--- config.mk ---
export PLATFORM = sky130hd
export DESIGN_NAME = mem_port_arbiter
export DESIGN_NICKNAME = d
export VERILOG_FILES = /design/src/rtl/mem_port_arbiter_pkg.sv /design/src/rtl/mem_arb_watchdog.sv /design/src/rtl/mem_port_arbiter.sv
export SDC_FILE = /design/constraint.sdc
export NUM_CORES = 1
export LEC_CHECK = 0
export BUFFER_PORTS_ARGS = -buffer_cell sky130_fd_sc_hd__buf_2
export CORE_UTILIZATION = 43
export CTS_CLUSTER_SIZE = 30
export DETAILED_ROUTE_END_ITERATION = 8
export PLACE_DENSITY_LB_ADDON = 0.08
export SLEW_MARGIN = 20
export SYNTH_ARGS = -nofsm -noshare
export SYNTH_HDL_FRONTEND = slang
export SYNTH_SLANG_ARGS = --single-unit
--- constraint.sdc ---
create_clock -name clk -period 1.71 [get_ports clk]
set_clock_uncertainty 0.2 [all_clocks]
set_input_delay 0.0855 -clock clk [delete_from_list [all_inputs] [get_ports clk]]
set_output_delay 0.0855 -clock clk [all_outputs]
set_load 0.01 [all_outputs]
--- src/rtl/mem_port_arbiter_pkg.sv ---
// Shared types for the unified memory port arbiter: FSM state encodings and grant IDs.
package mem_port_arbiter_pkg;

  typedef enum logic [1:0] {
    ARB_IDLE = 2'd0,
    ARB_BUSY = 2'd1,
    ARB_DONE = 2'd2
  } arb_state_t;

  typedef enum logic {
    GNT_IF = 1'b0,
    GNT_DM = 1'b1
  } grant_t;

endpackage

--- src/rtl/mem_arb_watchdog.sv ---
// BUSY-cycle watchdog for mem_port_arbiter: cleared on grant, counts while BUSY,
// flags expire in the TIMEOUT_CYC-th BUSY cycle. TIMEOUT_CYC must be >= 2.
module mem_arb_watchdog #(
  parameter int TIMEOUT_CYC = 64
) (
  input  logic clk,
  input  logic rst,
  input  logic load,
  input  logic count,
  output logic expire
);

  localparam int CNT_W = $clog2(TIMEOUT_CYC);

  logic [CNT_W-1:0] cnt;

  always_ff @(posedge clk) begin
    if (rst) begin
      cnt <= '0;
    end else if (load) begin
      cnt <= '0;
    end else if (count && !expire) begin
      cnt <= cnt + 1'b1;
    end
  end

  assign expire = count && (cnt == CNT_W'(TIMEOUT_CYC - 1));

endmodule

--- src/rtl/mem_port_arbiter.sv ---
// Arbitrates one single-ported memory between instruction fetch and data load/store.
// Define MEM_ARB_TIMEOUT_EN to add the BUSY watchdog and a live err_timeout flag.
module mem_port_arbiter
  import mem_port_arbiter_pkg::*;
#(
  parameter int ADDR_W       = 32,
  parameter int DATA_W       = 32,
  parameter int DM_BURST_MAX = 4,
  parameter int TIMEOUT_CYC  = 64
) (
  input  logic              clk,
  input  logic              rst,
  input  logic              if_req,
  input  logic [ADDR_W-1:0] if_addr,
  output logic [DATA_W-1:0] if_rdata,
  output logic              if_ack,
  input  logic              dm_ren,
  input  logic              dm_wen,
  input  logic [ADDR_W-1:0] dm_addr,
  input  logic [DATA_W-1:0] dm_wdata,
  output logic [DATA_W-1:0] dm_rdata,
  output logic              dm_ack,
  output logic              mem_req,
  output logic              mem_we,
  output logic [ADDR_W-1:0] mem_addr,
  output logic [DATA_W-1:0] mem_wdata,
  input  logic [DATA_W-1:0] mem_rdata,
  input  logic              mem_ack,
  output logic              err_timeout
);

  localparam int STREAK_W = $clog2(DM_BURST_MAX + 1);
  localparam logic [STREAK_W-1:0] STREAK_MAX = STREAK_W'(DM_BURST_MAX);

  arb_state_t          state;
  grant_t              gnt;
  logic [STREAK_W-1:0] dm_streak;

  logic              dm_req;
  logic              dm_blocked;
  logic              grant_dm;
  logic              grant_if;
  logic              busy_done;
  logic [DATA_W-1:0] done_rdata;

  assign dm_req     = dm_ren | dm_wen;
  // A saturated streak hands the next slot to a waiting fetch.
  assign dm_blocked = if_req && (dm_streak == STREAK_MAX);
  assign grant_dm   = (state == ARB_IDLE) && dm_req && !dm_blocked;
  assign grant_if   = (state == ARB_IDLE) && !grant_dm && if_req;

`ifdef MEM_ARB_TIMEOUT_EN
  logic wd_expire;

  mem_arb_watchdog #(
    .TIMEOUT_CYC(TIMEOUT_CYC)
  ) u_watchdog (
    .clk   (clk),
    .rst   (rst),
    .load  (grant_dm | grant_if),
    .count (state == ARB_BUSY),
    .expire(wd_expire)
  );

  // A real mem_ack wins over an expiry landing in the same cycle.
  assign busy_done  = mem_ack | wd_expire;
  assign done_rdata = mem_ack ? mem_rdata : '0;

  always_ff @(posedge clk) begin
    if (rst) begin
      err_timeout <= 1'b0;
    end else if (wd_expire && !mem_ack) begin
      err_timeout <= 1'b1;
    end
  end
`else
  assign busy_done   = mem_ack;
  assign done_rdata  = mem_rdata;
  assign err_timeout = 1'b0;
`endif

  // NOTE: sequential state uses non-blocking (<=) so every flop samples pre-edge values.
  always_ff @(posedge clk) begin
    if (rst) begin
      state     <= ARB_IDLE;
      gnt       <= GNT_IF;
      dm_streak <= '0;
      mem_req   <= 1'b0;
      mem_we    <= 1'b0;
      mem_addr  <= '0;
      mem_wdata <= '0;
      if_ack    <= 1'b0;
      dm_ack    <= 1'b0;
      if_rdata  <= '0;
      dm_rdata  <= '0;
    end else begin
      // NOTE: acks default low each cycle so they can only ever be one-cycle pulses.
      if_ack <= 1'b0;
      dm_ack <= 1'b0;
      case (state)
        ARB_IDLE: begin
          if (grant_dm) begin
            state     <= ARB_BUSY;
            gnt       <= GNT_DM;
            mem_req   <= 1'b1;
            mem_we    <= dm_wen;
            mem_addr  <= dm_addr;
            mem_wdata <= dm_wdata;
            if (!if_req) begin
              dm_streak <= '0;
            end else if (dm_streak != STREAK_MAX) begin
              dm_streak <= dm_streak + 1'b1;
            end
          end else if (grant_if) begin
            state     <= ARB_BUSY;
            gnt       <= GNT_IF;
            mem_req   <= 1'b1;
            mem_we    <= 1'b0;
            mem_addr  <= if_addr;
            dm_streak <= '0;
          end else begin
            dm_streak <= '0;
          end
        end
        ARB_BUSY: begin
          if (busy_done) begin
            state   <= ARB_DONE;
            mem_req <= 1'b0;
            if (gnt == GNT_IF) begin
              if_ack   <= 1'b1;
              if_rdata <= done_rdata;
            end else begin
              dm_ack <= 1'b1;
              if (!mem_we) begin
                dm_rdata <= done_rdata;
              end
            end
          end
        end
        ARB_DONE: state <= ARB_IDLE;
        default:  state <= ARB_IDLE;
      endcase
    end
  end

endmodule

==> flow_summary_export.csv <==
group,metric,value,unit
route,routed_wl,23400,um
floorplanning,core,13400,um2
grt,gr-total-overflow,0,
grt,grt_start_max_net_pins,61,
route,wl_per_cell,18.7,um
route,drc,0,
final_layout,finish.instance_area,10200,um2
worst_setup_path,max_stage_delay,0.40,ns
synth,ys_warn_count,0,
grt,antenna_found_initial,1,
route,ant_nets,0,
final_layout,areaGrowthSynthToFinish,71.1,%
timing,rsz0062_at_grt,"yes",
synth,synth_top_family_by_area,"compound AO/OA/AOI/OAI gates",
synth,synth_area_leaders,"dfxtp_1, a21oi_1, nor4_1",
synth,synth_compound_area_share,25.1,%
timing,finalCriticalPeriod,1.82,ns
synth,synth_simple_gate_area_share,20.1,%
clock_network,cts_buffer_depth,2,
synth,yosys.cell_types.count,38,
pwr,p_total,9.19,mW
placement,dp_hpwl,12400,um
worst_setup_path,critical_path.max_fanout,15,
worst_setup_path,crit_required,1.80,ns
worst_setup_path,cp-start-kind,"flip-flop",
synth,synth_xor_xnor_area_share,0,%
floorplanning,die_x,120,um
synth,synth_nets,826,
final_layout,nets,1200,
final_layout,mostFrequentLayoutCells,"buf_2, dfxtp_1, dlygate4sd3_1, a21oi_1, nand2_1",
worst_setup_path,endpoint_kind,"flip-flop",
grt,grt_pass1_vias,6844,
synth,avgSynthCellArea,8.64,um2
floorplanning,die_h,120,um
pwr,vdd.ir_drop.worst,0.000641,V
synth,synth_top_area_share,46.4,%
synth,yosysTopAreaCell,"dfxtp_1",
synth,synth_ff_type,"dfxtp_1",
route,drt_iter0_drc,570,
final_layout,final_common_cell,"buf_2",
clock_network,cts_tree,"done",
worst_hold_path,min_path_type,"in2reg",
synth,synthMuxAreaShare,0,%
placement,dpl.cell_count,1073,
worst_setup_path,critPathSlowestCell,"nor4_1",
synth,ys_seq_elements,138,
synth,post_synth_fa_ha_maj_area_fraction,0.420,%
floorplanning,rows,42,
pwr,p_int,6.59,mW
clock_network,cts_sinks,138,
worst_setup_path,cp.arrival,1.91,ns
pwr,clockPowerShare,40.3,%
synth,netlist_instances,690,
floorplanning,dieArea,14300,um2
pwr,seq_power_share,38.7,%
grt,grt_pass1_wl,32900,um
route,drt-vias-per-instance,5.91,
timing,finalSetupViolations,13,
pwr,power_frac_comb,21.0,%
flow_run,drv_cap,0,
placement,portBuffers,265,
floorplanning,start_util,44.5,%
clock_network,root_buffer,"clkbuf_16",
placement,placed_area,7490,um2
worst_setup_path,path_cells,"inv_2 -> ha_4 -> and3_4 -> clkbuf_16 -> nor4_1 -> nor4_1",
synth,synth_seq_area_share,46.4,%
final_layout,multi_input_area,3270,um2
timing,fmax,549,MHz
final_layout,drive_above_1_share,37.7,%
run_status,status,"complete, but fails checks",
grt,grtUsageTotal,28.4,%
placement,place.gp.congestion,0.788,
pwr,p_sw,2.60,mW
pwr,leakagePower,4.18,nW
clock_network,htreeDepth,4,
worst_setup_path,crit_type,"reg2reg",
synth,synthArstFlopShare,0,%
floorplanning,ios,267,
route,firstDrtPassIters,5,
timing,post-route-period-util,107,%
worst_setup_path,cpMostUsedCell,"nor4_1",
timing,hold_viol_final,0,
clock_network,clk_pin_slew_worst_paths,0.06,ns
final_layout,seq_area,2760,um2
pwr,sw_frac_of_total,28.3,%
clock_network,clkLatencyLatePin,0.41,ns
route,dr_total_vias,7399,
worst_setup_path,crit_buf_inv,2,
pwr,power.density,902,nW/um2
run_status,violations,"negative setup slack",
timing,worst_slack,-0.111,ns
timing,drv_slew,0,
final_layout,fin_cells,1253,
final_layout,nFillCells,914,
worst_setup_path,critPathTopFamily,"simple AND/OR/NAND/NOR gates",
synth,synth-edff-count,0,
clock_network,cts_made_buffers,17,
synth,syn_area,5960,um2
layer usage:
metal  track usage (%)  part of all wire, %
met1              34.0                   39
met2              46.8                   48
met3              6.84                  8.1
met4              15.8                  4.6
met5                 0                    0
cells in the mapped netlist, types with 2 or more instances:
cell type	number
a2111oi_2	12
a2111oi_0	16
a21oi_1	134
nand4_1	34
nor2_1	4
inv_1	2
buf_4	11
clkbuf_1	37
buf_2	36
nand3_1	35
o21ai_0	35
a2111oi_1	2
ha_1	2
buf_6	5
or2_1	2
a2111oi_4	2
nor4_1	62
nand2_1	69
nor4_2	2
o31ai_1	33
dfxtp_1	138
worst paths after layout:
kind                     start            to  slack (ns)  cells after the start
setup reg to reg  dm_streak[0]  mem_addr[31]       -0.11                      6
hold reg to reg    if_rdata[7]   if_rdata[7]        0.25                      2
setup / recovery  dm_streak[0]  mem_addr[31]       -0.11                      6
hold / removal          dm_ren  dm_streak[0]        0.12                      5
registers in the layout, indices dropped and copies added, names as in the netlist, 2 cells and up:
| name | cells |
|---|---|
| if_rdata | 32 |
| state | 2 |
| dm_rdata | 32 |
| mem_wdata | 32 |
| dm_streak | 3 |
| mem_addr | 32 |
power groups by stage:
stage                     combinational, mW  clock [mW]  sequential (mW)
after global placement                 1.40           0             3.60
after global routing                   2.05        3.91             3.57
after floorplan                       0.720           0             3.70
final                                  1.93        3.70             3.56
after CTS                              1.68        3.74             3.54
after detailed placement               1.43           0             3.61
final cells by class:
class	instances	area share (%)
Sequential cell	138	27.1
Antenna cell	1	0.0246
Clock buffer	21	4.71
Inverter	2	0.0737
Tap cell	176	2.16
Timing Repair Buffer	445	32.7
Clock inverter	10	1.15
Multi-Input combinational cell	460	32.1
repair_timing:
action / in CTS / in global routing
resized for setup: 15 / 72
cloned: 0 / 8
hold buffers: 132 / 0
setup endpoints to repair: 47 / 60
hold endpoints to repair: 137 / 0
buffers inserted: 0 / 8
pin swaps: 5 / 38
metrics by stage:
stage	TNS [ns]	util, %	hold slack (ns)	setup slack, ns
detailed placement	-1.54	55.9	0.144	-0.127
global route	-1.27	76.1	0.129	-0.133
finish	-0.431	76.1	0.124	-0.111
floorplan	0	-	0.0215	0.0169
CTS	-0.806	70.5	0.0673	-0.0563
global placement	-0.0310	55.9	0.140	-0.0310
tightest hold or removal path, cell delays in order:
cell,delay [ns]
buf_2,0.10
buf_4,0.14
o21a_1,0.18
nand4_1,0.11
o31ai_1,0.08
cells by family (layout without fill, tap and decap cells):
family / count (synthesis) / in the layout
adder cells (fa/ha/maj): 2 / 2
flip-flops: 138 / 138
AO/OA/AOI/OAI: 235 / 235
AND/OR/NAND/NOR: 222 / 222
other: 1 / 2
buffers and inverters: 92 / 478
(Power assumes the default switching activity.)
